===== src/rtl/serial_subtractor.sv =====
// serial_subtractor
//   Bit-serial subtractor: d = (a - b - bin) mod 2^W, one bit per clock, LSB first.
//   A single full-subtractor cell and a borrow flop replace a W-bit ripple chain.
//   Latency is W cycles from request accept to out_valid. Throughput is one
//   operation every W+2 cycles when out_ready is held high.
//
//   Optional feature: define SERIAL_SUB_OVF_EN to add the ovf output, which
//   flags signed two's-complement overflow of a - b - bin.
//
// Parameters
//   W          operand/result width, W >= 2
// Ports
//   clk        clock, rising edge
//   rst        synchronous active-high reset
//   in_valid   request valid (a, b, bin)
//   in_ready   request ready, high only while idle
//   a, b, bin  minuend, subtrahend, borrow in
//   out_valid  response valid (d, bout, ovf)
//   out_ready  response accepted by consumer
//   d          difference
//   bout       borrow out, 1 iff a < b + bin (unsigned)
//   ovf        signed overflow (SERIAL_SUB_OVF_EN only)
//
// State | meaning
//   IDLE | waiting for a request, in_ready high
//   RUN  | one difference bit per clock, cnt = bit index
//   DONE | result held on d/bout/ovf until out_ready
module serial_subtractor #(
  parameter int W = 8
) (
  input  logic         clk,
  input  logic         rst,
  input  logic         in_valid,
  output logic         in_ready,
  input  logic [W-1:0] a,
  input  logic [W-1:0] b,
  input  logic         bin,
  output logic         out_valid,
  input  logic         out_ready,
  output logic [W-1:0] d,
  output logic         bout
`ifdef SERIAL_SUB_OVF_EN
  ,
  output logic         ovf
`endif
);

  localparam int CW = $clog2(W);
  localparam logic [CW-1:0] CNT_LAST = CW'(W - 1);

  localparam logic [1:0] IDLE = 2'd0;
  localparam logic [1:0] RUN  = 2'd1;
  localparam logic [1:0] DONE = 2'd2;

  logic [1:0]    state;
  logic [W-1:0]  a_sh;
  logic [W-1:0]  b_sh;
  logic          brw;
  logic [CW-1:0] cnt;
  logic          dbit;
  logic          brw_nxt;

  // Full-subtractor cell on the current LSBs of the operand shift registers.
  assign dbit    = a_sh[0] ^ b_sh[0] ^ brw;
  assign brw_nxt = (~a_sh[0] & b_sh[0]) | (~a_sh[0] & brw) | (b_sh[0] & brw);

  assign in_ready  = (state == IDLE);
  assign out_valid = (state == DONE);

  always_ff @(posedge clk) begin
    if (rst) begin
      state <= IDLE;
      a_sh  <= '0;
      b_sh  <= '0;
      brw   <= 1'b0;
      cnt   <= '0;
      d     <= '0;
      bout  <= 1'b0;
`ifdef SERIAL_SUB_OVF_EN
      ovf   <= 1'b0;
`endif
    end else begin
      case (state)
        IDLE: begin
          if (in_valid) begin
            a_sh  <= a;
            b_sh  <= b;
            brw   <= bin;
            cnt   <= '0;
            state <= RUN;
          end
        end
        RUN: begin
          // Difference bits fill the MSB slots that the minuend vacates, so
          // after W shifts a_sh holds the whole result.
          a_sh <= {dbit, a_sh[W-1:1]};
          b_sh <= {1'b0, b_sh[W-1:1]};
          brw  <= brw_nxt;
          if (cnt == CNT_LAST) begin
            d     <= {dbit, a_sh[W-1:1]};
            bout  <= brw_nxt;
`ifdef SERIAL_SUB_OVF_EN
            // Borrow into the MSB differs from borrow out of it exactly on
            // signed overflow.
            ovf   <= brw ^ brw_nxt;
`endif
            cnt   <= '0;
            state <= DONE;
          end else begin
            cnt <= cnt + CW'(1);
          end
        end
        DONE: begin
          if (out_ready) state <= IDLE;
        end
        default: state <= IDLE;
      endcase
    end
  end

endmodule


===== config.mk =====
export PLATFORM = sky130hd
export DESIGN_NAME = serial_subtractor
export DESIGN_NICKNAME = d
export VERILOG_FILES = /design/src/rtl/serial_subtractor.sv
export SDC_FILE = /design/constraint.sdc
export NUM_CORES = 1
export LEC_CHECK = 0
export BUFFER_PORTS_ARGS = -buffer_cell sky130_fd_sc_hd__buf_4
export CAP_MARGIN = 20
export CORE_MARGIN = 2
export CORE_UTILIZATION = 55
export DETAILED_ROUTE_END_ITERATION = 8
export PLACE_DENSITY = 0.82
export REMOVE_ABC_BUFFERS = 1
export SLEW_MARGIN = 25
export SYNTH_ARGS = -nofsm -noshare
export SYNTH_HDL_FRONTEND = slang
export SYNTH_SLANG_ARGS = --single-unit

===== constraint.sdc =====
create_clock -name clk -period 3.9 [get_ports clk]
set_clock_uncertainty 0.1 [all_clocks]
set_input_delay 0.39 -clock clk [delete_from_list [all_inputs] [get_ports clk]]
set_output_delay 0.39 -clock clk [all_outputs]
set_load 0.05 [all_outputs]

==> summary by stage <==
Critical path
The worst register-to-register path ends at d[1]$_SDFFE_PP0P_. Traced cell by cell, the critical path runs through nor2_1 -> buf_4. The master of the slowest instance on the critical path is sky130_fd_sc_hd__dfxtp_2. The worst setup path is captured at a primary output.

The required time of the critical path is 3.41 ns. The setup check on the worst reg-to-reg path leaves a slack of 2.08 ns. The type of element launching the critical path is a flip-flop. For the worst flop-to-flop path, the logic depth is 5. The critical path's top delay family is flip-flops. The worst setup path is of the flip-flop to primary output kind. The number of buffers and inverters on the critical path is 1.

The critical path ends at in_ready. The largest fanout of any net on the critical path is 35. The worst setup path startpoint is state[0]$_SDFFE_PP0P_.

The largest single stage delay on the critical path is 0.70 ns. STA puts the critical path data arrival time at 1.41 ns. The critical path runs through a total of 2 cells. The launching point of the worst reg2reg path is cnt[0]$_SDFFE_PP0P_.

CTS
The H-tree depth is 2. The number of post-CTS setup repair buffers is 0. The clock tree buffer depth is 2. The number of clock buffers added by TritonCTS is 5. The clock reaches the later pin of the worst-skew pair after 0.33 ns.

The TritonCTS clock tree is done. Clock tree synthesis selected as its root buffer the cell sky130_fd_sc_hd__clkbuf_4. The cts-stage hold buffer count is 0. The number of clock sinks is 31. The number of resized instances in the post-cts repair step is 0. Clock-pin slew was measured on the worst setup and hold paths at 0.09 ns.

Power
The register share of total power is 55.0%. The analysis attributes to net switching a power of 0.000161 W. Of the total power, the share spent switching nets is 25.4%.

The final total power is 0.000633 W. The internal portion of total power is 0.000472 W. The power share of the clock group is 34.1%. The combinational share of power is 10.9%. The leakage power figure is 0.720 nW. The ratio of total power to cell area is 394 nW/µm². The highest ir drop seen on vdd is 270 µV.

Timing
The smallest clock period supported by the final layout is computed as 1.90 ns. The slew at the pin closest to its max-slew limit is 0.756 ns. The final critical-path setup slack is 2.00 ns. The highest achievable clock rate is 526 MHz. Setup repair after global routing left no endpoint under its margin. The total count of hold-check failures in the final report is 0. After routing, the total negative slack on setup checks comes to 0 ns.

The number of max-slew violations in the final report is 0. The remaining max-slew budget at the tightest pin is 49.4%. The number of setup violations in the final report is 0.

The final critical path takes up 48.7% of the cycle.

Outcome
The run finished with clean final reports.

Layout
The cell area after layout is 1610 µm². At the end of the flow the core is filled with cells to 71.3%. The final antenna diode count is 0. Of the cells placed in the final design, the portion with a size suffix greater than 1 is 24.3%. The signed area change from the synthesized netlist to the final layout is 20.3%. The count of fill cells added during filler insertion is 182.

The final net count is 196. Summing all multi-input logic gate instances after layout gives 641 µm². The flip-flop and latch area is 622 µm².

Placed design
The count of input and output buffers is 31. Routability-driven placement finished with a final weighted congestion of 0.833. The pre-CTS setup slack is 1.70 ns. The placed instances occupy a cell area of 1540 µm². The half-perimeter wire length after detailed placement is 1.88 mm.

Route
In the final routed layout, each cell accounts on average for 13.8 µm. The post-route antenna net violation count is 0. The wire length reported by the detailed router is 2.78 mm. The DRC violations left is 0. The number of iterations in the first detailed-routing pass is 5. The initial detailed-routing violation count is 29. The via count is 1129.

Dividing the detail-routed via count by the number of cells gives 5.62.

Yosys
Summing the sequential cell areas from Yosys gives 46.5% of the chip area. The average size of a mapped cell is 9.14 µm². The register bit total from synthesis is 31. Counting flops with a built-in enable in the synthesized netlist gives 0.

Synthesis instantiated 25 different standard cells from the library. Summing every instance area after synthesis gives 1340 µm². Yosys printed 0 warnings. The instance count of the mapped netlist is 146.

Among all flip-flop cells after synthesis, the most frequent one is sky130_fd_sc_hd__dfxtp_1. The proportion of register bits with asynchronous set or reset after synthesis is 0%.

Global routing
The global route total overflow is 0. The initial antenna violation count was 0. The via count of the first global-routing pass is 1013.

The first global-routing pass estimated 4.42 mm of wire. The global routing usage summed across all routing layers is 22.2%. Entering global routing, the biggest net connects 36 pins.

Floorplan
The area of the die is 2840 µm². The area of the core is 2250 µm². For this configuration, the core starts out at a cell density of 59.2%. The count of pins on the block boundary is 32.

The floorplan has 17 rows. The horizontal die dimension is 53.3 µm. The vertical die dimension is 53.3 µm.

Run
The tool flagged a number of max-cap violations equal to 0.

Min path
The classification of the worst-slack hold path is input pin to flip-flop.
-- cell usage after synthesis, drive strengths merged, types with 2 or more instances --
| cell type | number | area, µm² |
|---|---|---|
| buf | 7 | 47.5 |
| o21ai | 11 | 55.1 |
| inv | 2 | 7.51 |
| nor2 | 15 | 56.3 |
| a22o | 11 | 96.3 |
| nor2b | 4 | 32.5 |
| ha | 2 | 25.0 |
| clkbuf | 5 | 18.8 |
| a21oi | 6 | 30.0 |
| mux2i | 7 | 70.1 |
| dfxtp | 31 | 621 |
| a22oi | 7 | 52.6 |
| o2bb2ai | 5 | 43.8 |
| nand2 | 24 | 90.1 |
-- power groups by stage --
stage	Combinational, W	Clock [W]	Sequential [W]
5_1_grt	0.0000767	0.000231	0.000351
3_5_place_dp	0.0000688	0	0.000355
4_1_cts	0.0000692	0.000219	0.000348
3_3_place_gp	0.0000669	0	0.000354
2_1_floorplan	0.0000401	0	0.000351
6_report	0.0000690	0.000216	0.000348
-- flip-flops by register name, summed over array words and instances, names as in the netlist --
register,cells
a_sh,8
b_sh,8
bout,1
brw,1
cnt,3
d,8
state,2
-- metal layers --
layer | track usage, % | wire (µm) | part of all wire [%]
met4 | 10.3 | 57 | 2.1
met2 | 36.0 | 1270 | 46
met5 | 0 | 0 | 0
met3 | 7.63 | 145 | 5.2
met1 | 26.1 | 1300 | 47
-- tightest hold or removal path, delay by kind of cell --
| kind | cells | cell delay, ns |
|---|---|---|
| buffers and inverters | 1 | 0.07 |
| and+or+nand+nor | 1 | 0.10 |
| AOI/OAI and AO/OA | 1 | 0.06 |
-- cells by family after synthesis --
logic type                 after synthesis  synth area share, %
and+or+nand+nor                         48                 15.8
AOI/OAI and AO/OA                       43                 23.5
muxes                                    7                 5.25
adders and majority gates                3                 3.37
buffers and inverters                   14                 5.53
DFF                                     31                 46.5
-- per-stage QoR --
stage               instances  hold WS, ns
CTS                       201        0.223
floorplan                 134        0.333
finish                    201        0.236
global placement          193        0.345
global route              201        0.227
detailed placement        193        0.347
-- worst min path at each step --
| stage | startpoint | endpoint | cells past startpoint |
|---|---|---|---|
| 2_1_floorplan | b_sh[4]$_SDFFE_PP0P_ | b_sh[4]$_SDFFE_PP0P_ | 1 |
| 3_3_place_gp | b_sh[4]$_SDFFE_PP0P_ | b_sh[4]$_SDFFE_PP0P_ | 1 |
| 3_5_place_dp | b_sh[1]$_SDFFE_PP0P_ | b_sh[1]$_SDFFE_PP0P_ | 1 |
| 4_1_cts | out_ready | state[1]$_SDFFE_PP0P_ | 3 |
| 5_1_grt | out_ready | state[1]$_SDFFE_PP0P_ | 3 |
| 6_report | out_ready | state[1]$_SDFFE_PP0P_ | 3 |
-- cells in the final DEF (no fill, tap or decap), types with 2 or more instances in the layout --
cell type	netlist	final
sky130_fd_sc_hd__ha_1	2	2
sky130_fd_sc_hd__a22oi_1	7	7
sky130_fd_sc_hd__o2bb2ai_1	5	5
sky130_fd_sc_hd__clkbuf_8	0	2
sky130_fd_sc_hd__nor2_1	15	15
sky130_fd_sc_hd__nor2b_1	3	3
sky130_fd_sc_hd__nand2_1	24	24
sky130_fd_sc_hd__dfxtp_1	31	30
sky130_fd_sc_hd__a22o_1	11	11
sky130_fd_sc_hd__clkbuf_4	0	5
sky130_fd_sc_hd__inv_1	2	2
sky130_fd_sc_hd__a21oi_1	6	6
sky130_fd_sc_hd__buf_4	0	31
sky130_fd_sc_hd__mux2i_1	7	7
sky130_fd_sc_hd__o21ai_0	11	11
-- area by class of cell --
cell class	instances	share of cell area [%]
Clock buffer	8	4.28
Inverter	2	0.467
Multi-Input combinational cell	101	39.9
Sequential cell	31	38.7
Tap cell	28	2.18
Timing Repair Buffer	31	14.5
Note: power is estimated with default switching activity, not from simulation.
